### src/rtl/bus_timer_pkg.sv
// Shared constants for the bus_timer peripheral: register offsets, CTRL bit
// positions, reset values and a byte-lane merge helper.
package bus_timer_pkg;

  localparam logic [4:0] OFF_CTRL     = 5'h00;
  localparam logic [4:0] OFF_PRESCALE = 5'h04;
  localparam logic [4:0] OFF_COUNT    = 5'h08;
  localparam logic [4:0] OFF_COMPARE  = 5'h0C;
  localparam logic [4:0] OFF_CAPTURE  = 5'h10;

  localparam int CTRL_EN          = 0;
  localparam int CTRL_AUTO_RELOAD = 1;
  localparam int CTRL_IRQ_EN      = 2;
  localparam int CTRL_MATCH       = 8;
  localparam int CTRL_CAP         = 9;

  localparam logic [31:0] RST_COUNT   = 32'h0000_0000;
  localparam logic [31:0] RST_COMPARE = 32'hFFFF_FFFF;
  localparam logic [31:0] RST_CAPTURE = 32'h0000_0000;

  // Replace the byte lanes of old_v selected by be with the matching lanes of new_v.
  function automatic logic [31:0] merge_bytes(input logic [31:0] old_v,
                                              input logic [31:0] new_v,
                                              input logic [3:0]  be);
    logic [31:0] r;
    r = old_v;
    for (int i = 0; i < 4; i++) begin
      if (be[i]) r[8*i +: 8] = new_v[8*i +: 8];
    end
    return r;
  endfunction

endpackage

### src/rtl/bus_timer_prescaler.sv
// Prescaler for bus_timer: issues one tick every (i_prescale + 1) enabled clocks.
// i_clear restarts the divide chain; a disabled prescaler holds its count.
module bus_timer_prescaler (
  input  logic        clk,
  input  logic        rst,
  input  logic        i_en,
  input  logic [31:0] i_prescale,
  input  logic        i_clear,
  output logic        o_tick
);

  logic [31:0] r_pre_cnt;

  assign o_tick = i_en && (r_pre_cnt == i_prescale);

  always_ff @(posedge clk) begin
    if (rst) begin
      r_pre_cnt <= 32'd0;
    end else if (i_clear) begin
      r_pre_cnt <= 32'd0;
    end else if (i_en) begin
      r_pre_cnt <= o_tick ? 32'd0 : r_pre_cnt + 32'd1;
    end
  end

endmodule

### src/rtl/bus_timer.sv
// Memory-mapped prescaled 32-bit timer with compare match and level irq.
// Optional capture input enabled by defining BUS_TIMER_CAPTURE_EN.
module bus_timer
  import bus_timer_pkg::*;
#(
  parameter logic [31:0] BASE_ADDR      = 32'h1000_0000,
  parameter logic [31:0] RESET_PRESCALE = 32'd0
) (
  input  logic        clk,
  input  logic        rst,
  input  logic        bus_re,
  input  logic [3:0]  bus_we,
  input  logic [31:0] bus_addr,
  input  logic [31:0] bus_wdata,
  output logic [31:0] bus_rdata,
  output logic        irq
`ifdef BUS_TIMER_CAPTURE_EN
  ,
  input  logic        cap_in
`endif
);

  logic        r_en, r_auto, r_irq_en, r_match, r_irq;
  logic [31:0] r_prescale, r_count, r_compare;

  logic        w_hit, w_wr, w_tick, w_cnt_eq, w_match_set;
  logic        w_sel_ctrl, w_sel_pre, w_sel_cnt, w_sel_cmp, w_sel_cap;
  logic [31:0] w_count_tick, w_ctrl_rd, w_rd;
  logic        w_cap;
  logic [31:0] w_capture;

  assign w_hit = (bus_addr[31:5] == BASE_ADDR[31:5]);
  assign w_wr  = (|bus_we) & w_hit;

  // Register select; the two low address bits are don't-care.
  always_comb begin
    w_sel_ctrl = 1'b0;
    w_sel_pre  = 1'b0;
    w_sel_cnt  = 1'b0;
    w_sel_cmp  = 1'b0;
    w_sel_cap  = 1'b0;
    casez (bus_addr[4:0])
      {OFF_CTRL[4:2],     2'b??}: w_sel_ctrl = 1'b1;
      {OFF_PRESCALE[4:2], 2'b??}: w_sel_pre  = 1'b1;
      {OFF_COUNT[4:2],    2'b??}: w_sel_cnt  = 1'b1;
      {OFF_COMPARE[4:2],  2'b??}: w_sel_cmp  = 1'b1;
      {OFF_CAPTURE[4:2],  2'b??}: w_sel_cap  = 1'b1;
      default: ;
    endcase
  end

  bus_timer_prescaler u_prescaler (
    .clk        (clk),
    .rst        (rst),
    .i_en       (r_en),
    .i_prescale (r_prescale),
    .i_clear    (w_wr & w_sel_pre),
    .o_tick     (w_tick)
  );

  assign w_cnt_eq     = (r_count == r_compare);
  assign w_match_set  = w_tick & w_cnt_eq;
  assign w_count_tick = !w_tick ? r_count :
                        (w_cnt_eq && r_auto) ? 32'd0 : r_count + 32'd1;

  always_ff @(posedge clk) begin
    if (rst) begin
      r_en       <= 1'b0;
      r_auto     <= 1'b0;
      r_irq_en   <= 1'b0;
      r_match    <= 1'b0;
      r_irq      <= 1'b0;
      r_prescale <= RESET_PRESCALE;
      r_count    <= RST_COUNT;
      r_compare  <= RST_COMPARE;
    end else begin
      // Bus-written COUNT bytes override the tick result lane by lane.
      r_count <= (w_wr && w_sel_cnt) ? merge_bytes(w_count_tick, bus_wdata, bus_we)
                                     : w_count_tick;
      if (w_wr && w_sel_pre) r_prescale <= merge_bytes(r_prescale, bus_wdata, bus_we);
      if (w_wr && w_sel_cmp) r_compare  <= merge_bytes(r_compare, bus_wdata, bus_we);
      if (w_wr && w_sel_ctrl && bus_we[0]) begin
        r_en     <= bus_wdata[CTRL_EN];
        r_auto   <= bus_wdata[CTRL_AUTO_RELOAD];
        r_irq_en <= bus_wdata[CTRL_IRQ_EN];
      end
      if (w_match_set)
        r_match <= 1'b1;
      else if (w_wr && w_sel_ctrl && bus_we[1] && bus_wdata[CTRL_MATCH])
        r_match <= 1'b0;
      r_irq <= r_match & r_irq_en;
    end
  end

`ifdef BUS_TIMER_CAPTURE_EN
  logic        r_cap_s1, r_cap_s2, r_cap_s3, r_cap;
  logic [31:0] r_capture;

  // Two-flop synchroniser plus one delay flop for rising-edge detection.
  always_ff @(posedge clk) begin
    if (rst) begin
      r_cap_s1  <= 1'b0;
      r_cap_s2  <= 1'b0;
      r_cap_s3  <= 1'b0;
      r_cap     <= 1'b0;
      r_capture <= RST_CAPTURE;
    end else begin
      r_cap_s1 <= cap_in;
      r_cap_s2 <= r_cap_s1;
      r_cap_s3 <= r_cap_s2;
      if (r_cap_s2 && !r_cap_s3) begin
        r_cap     <= 1'b1;
        r_capture <= r_count;
      end else if (w_wr && w_sel_ctrl && bus_we[1] && bus_wdata[CTRL_CAP]) begin
        r_cap <= 1'b0;
      end
    end
  end

  assign w_cap     = r_cap;
  assign w_capture = r_capture;
`else
  assign w_cap     = 1'b0;
  assign w_capture = 32'd0;
`endif

  always_comb begin
    w_ctrl_rd                   = 32'd0;
    w_ctrl_rd[CTRL_EN]          = r_en;
    w_ctrl_rd[CTRL_AUTO_RELOAD] = r_auto;
    w_ctrl_rd[CTRL_IRQ_EN]      = r_irq_en;
    w_ctrl_rd[CTRL_MATCH]       = r_match;
    w_ctrl_rd[CTRL_CAP]         = w_cap;
  end

  always_comb begin
    w_rd = 32'd0;
    if (bus_re && w_hit) begin
      if (w_sel_ctrl) w_rd = w_ctrl_rd;
      if (w_sel_pre)  w_rd = r_prescale;
      if (w_sel_cnt)  w_rd = r_count;
      if (w_sel_cmp)  w_rd = r_compare;
      if (w_sel_cap)  w_rd = w_capture;
    end
  end

  assign bus_rdata = w_rd;
  assign irq       = r_irq;

endmodule
### config.mk
export PLATFORM = sky130hd
export DESIGN_NAME = bus_timer
export DESIGN_NICKNAME = d
export VERILOG_FILES = /design/src/rtl/bus_timer_pkg.sv /design/src/rtl/bus_timer_prescaler.sv /design/src/rtl/bus_timer.sv
export SDC_FILE = /design/constraint.sdc
export NUM_CORES = 1
export LEC_CHECK = 0
export ABC_AREA = 1
export CAP_MARGIN = 5
export CORE_MARGIN = 5
export CORE_UTILIZATION = 50
export CTS_BUF_LIST = sky130_fd_sc_hd__clkbuf_8
export DETAILED_ROUTE_END_ITERATION = 7
export PLACE_DENSITY = 0.77
export REMOVE_ABC_BUFFERS = 1
export SLEW_MARGIN = 20
export SYNTH_ARGS = -nofsm -noshare
export SYNTH_HDL_FRONTEND = slang
export SYNTH_HIERARCHICAL = 1
export SYNTH_SLANG_ARGS = --single-unit
### constraint.sdc
create_clock -name clk -period 2.4 [get_ports clk]
set_clock_uncertainty 0.2 [all_clocks]
set_input_delay 0.72 -clock clk [delete_from_list [all_inputs] [get_ports clk]]
set_output_delay 0.72 -clock clk [all_outputs]
set_load 0.01 [all_outputs]
==> impl_metrics.py <==
metrics = {
    "clocking": {
        "cts_sinks": 133,
        "numCtsBuffers": 17,
        "clockBufferDepth": 2,
        "h-tree-depth": 4,
        "clkTransAtPathRegs_ns": 0.09,
        "clk_latency_ns": 0.48,
        "root_buffer": "clkbuf_8",
        "holdBufCountCts": 0,
        "cts_tree": "built",
    },
    "run_status": {
        "failed_checks": "negative setup slack",
        "status": "finished, violations left",
    },
    "power": {
        "p_sw_frac": 0.268,
        "power.density_nw_per_um2": 349,
        "intPower_uw": 3420,
        "power.leakage_uw": 0.00603,
        "pwr-share-seq": 0.470,
        "combPwrFrac": 0.087,
        "switchingPower_uw": 1250,
        "p_clk_frac": 0.442,
        "irDropWorstVdd_mv": 0.387,
    },
    "synthesis": {
        "yosys.area_share.xor_xnor": 0.0500,
        "syn_area_sq_um": 8940,
        "ys_warn_count": 6,
        "synth_top_family_by_area": "simple AND/OR/NAND/NOR gates",
        "synth.distinct_cells": 45,
        "netlist.area_leader.share": 0.298,
        "syn_avg_cell_area_sq_um": 6.04,
        "yosys-mux-area-fraction": 0,
        "synth_edf_count": 0,
        "synth_seq_cells": 133,
        "seq_area_frac_synth": 0.298,
        "post-synth-top-area-cell": "dfxtp_1",
        "synthAdderAreaFrac": 0.00280,
        "yosys_most_used_dff": "dfxtp_1",
        "ys_top_cells_by_area": "dfxtp_1 30%, nand2_1 18%, inv_1 9.8%, nor2_1 8.2%, a21oi_1 5.6%",
        "yosys.area_share.simple": 0.372,
        "synth_cells": 1479,
        "synth_compound_gate_area_share": 0.147,
        "async_reset_ff_frac": 0,
    },
    "finish": {
        "design_area_sq_um": 13400,
        "drive_above_1_share": 0.334,
        "fillers": 1290,
        "final_core_util": 0.769,
        "synthToLayoutAreaGrowth_pct": 49.8,
        "nNetsFinal": 1869,
        "diodes": 0,
    },
    "setup_path": {
        "end_kind": "primary output",
        "cp_data_arrival_time_ns": 2.14,
        "start_kind": "input pin",
        "crit_type": "in2out",
        "critical-path-top-delay-family": "buffers and inverters",
        "path_cells": "buf_6 > inv_2 > nand2_1 > nor2_1 > nand3_1 > nor2_4 > o311ai_4 > buf_12 > buf_12 > buf_6 > nor2_1 > buf_2",
        "critPathBufInv": 6,
        "critPathMaxStageDelay_ns": 0.21,
        "crit_fanout": 6,
        "crit_required_ns": 1.48,
        "critical_path.slowest_cell": "nor2_4",
    },
    "timing": {
        "timing.fmax_mhz": 327,
        "rsz0062_at_grt": "true",
        "relSlewSlack": 0.686,
        "setup_viol": 62,
        "finalCritPeriodShare": 1.28,
        "worstMarginPinSlew_ns": 0.469,
        "final-max-slew-violation-count": 0,
        "period_minus_slack_ns": 3.06,
        "holdWs_ns": 0.302,
        "final-hold-violation-count": 0,
        "worst_slack_ns": -0.660,
    },
    "detailed_routing": {
        "drt-total-wl_mm": 37.3,
        "first_pass_iters": 5,
        "drt-wirelength-per-cell_microns": 18.3,
        "drc_errors": 0,
        "via_count": 11300,
        "drtIter0Drc": 1178,
        "routed_via_density": 5.54,
        "antenna_left": 0,
    },
    "global_route": {
        "grt_usage": 0.334,
        "grt.overflow.total": 0,
        "grt_first_pass_wirelength_mm": 53.6,
        "grt_antenna_before_repair": 0,
        "grt_pass1_vias": 10600,
        "grt_max_degree": 33,
    },
    "floorplan": {
        "rows": 48,
        "start_util": 0.513,
        "die-height_microns": 144,
        "die_w_microns": 144,
        "core_area_sq_um": 17400,
        "ios": 104,
        "dieArea_sq_um": 20700,
    },
    "placement": {
        "dp_hpwl_mm": 25.7,
        "place.gp.congestion": 1.03,
        "postPlaceCellArea_sq_um": 11500,
        "place_ws_ns": -1.34,
        "place.port_buffers": 101,
    },
    "hold_path": {
        "hold_path_class": "reg2reg",
    },
    "job": {
        "maxCapViolCount": 0,
    },
}
## path summary, 6_finish.rpt
check	from	to	slack, ns	cells after the start
setup / recovery	bus_addr[21]	bus_rdata[3]	-0.66	12
hold / removal	r_match	irq	0.30	2
setup reg to reg	r_prescale[26]	r_count[22]	-0.21	20
hold reg to reg	r_match	irq	0.30	2
## cells in the mapped netlist (2+ instances only)
cell type,instances
nand2_2,5
inv_1,233
nor2_2,7
nor3_1,16
o22ai_1,25
xnor2_1,21
o211ai_1,10
o21ai_0,36
a21oi_2,7
nor2_4,5
nand4_1,33
a211oi_1,2
buf_4,6
nand2_4,6
dfxtp_1,133
xor2_1,30
buf_6,6
nor2_1,195
inv_2,11
a221oi_1,5
nor3_2,2
buf_2,7
clkbuf_1,20
o31ai_1,2
nand3b_1,4
nand3_1,85
a21oi_1,100
nand2_1,417
ha_1,2
o21a_1,31
buf_1,3
## power by group through the flow
stage | combinational [uW] | sequential, uW | clock [uW]
after floorplan | 73.3 | 2260 | 0
after CTS | 354 | 2200 | 2050
after global placement | 331 | 2260 | 0
after global routing | 425 | 2200 | 2170
after detailed placement | 334 | 2260 | 0
final | 409 | 2200 | 2070
## per-layer routing
layer	global-route usage	wire (microns)	up-vias
met2	0.571	17300	644
met3	0.0672	3580	201
met1	0.406	14000	5114
met5	0	0	-
li1	-	-	5305
met4	0.148	2420	0
## worst register-to-register path: cells and delay by family, from the launching register on
kind	cells	cell delay [ns]
DFF	1	0.34
AOI/OAI and AO/OA	1	0.11
buffers and inverters	4	0.34
and+or+nand+nor	14	1.33
xor gates and xnor gates	1	0.23
## logic make-up after synthesis
group,after synthesis
buffers and inverters,289
XOR/XNOR,51
AO/OA/AOI/OAI,222
adder cells (fa/ha/maj),2
AND/OR/NAND/NOR,782
flip-flops,133
## cell usage in the layout (no fill, tap or decap), types with 29 or more instances in the layout
cell type	Yosys	final
buf_6	6	57
nor2_4	5	33
nand3_1	85	74
dfxtp_1	133	96
a21oi_2	7	35
xor2_1	30	29
inv_1	233	212
o21a_1	31	31
clkdlybuf4s50_1	0	38
nand2_2	5	43
a21oi_1	100	71
o21ai_0	36	31
nor2_1	195	146
dfxtp_2	0	31
inv_2	11	31
buf_4	6	186
nand2_1	417	362
buf_2	7	33
nand4_1	33	33
## sequential cells by signal, summed over array words and instances (netlist names)
| name | cells |
|---|---|
| r_compare | 32 |
| r_count | 32 |
| r_prescale | 32 |
| u_prescaler/r_pre_cnt | 32 |
| irq | 1 |
| r_auto | 1 |
| r_en | 1 |
| r_irq_en | 1 |
| r_match | 1 |
## repair_timing
| item | 4_1_cts | 5_1_grt |
|---|---|---|
| gates resized for setup | 364 | 238 |
| endpoints found under the hold margin | 0 | 0 |
| cloned | 5 | 5 |
| pin swaps | 54 | 99 |
| setup endpoints to repair | 112 | 68 |
| setup buffers | 32 | 22 |
## final cells by class
type	instances	area, sq um	area share
Multi-Input combinational cell	1058	5950	0.444
Timing Repair Buffer	341	3100	0.231
Sequential cell	133	2720	0.203
Inverter	245	925	0.0691
Tap cell	225	282	0.0210
Clock buffer	17	234	0.0175
Clock inverter	15	179	0.0134
## per-stage QoR
stage / total power [uW] / TNS (ns) / std cells
floorplan: 2330 / -81.07 / 1435
global placement: 2590 / -99.64 / 1945
detailed placement: 2590 / -106.14 / 1945
CTS: 4600 / -19.44 / 2014
global route: 4790 / -27.14 / 2034
finish: 4670 / -23.38 / 2034
Power figures use the tool's default switching activity.
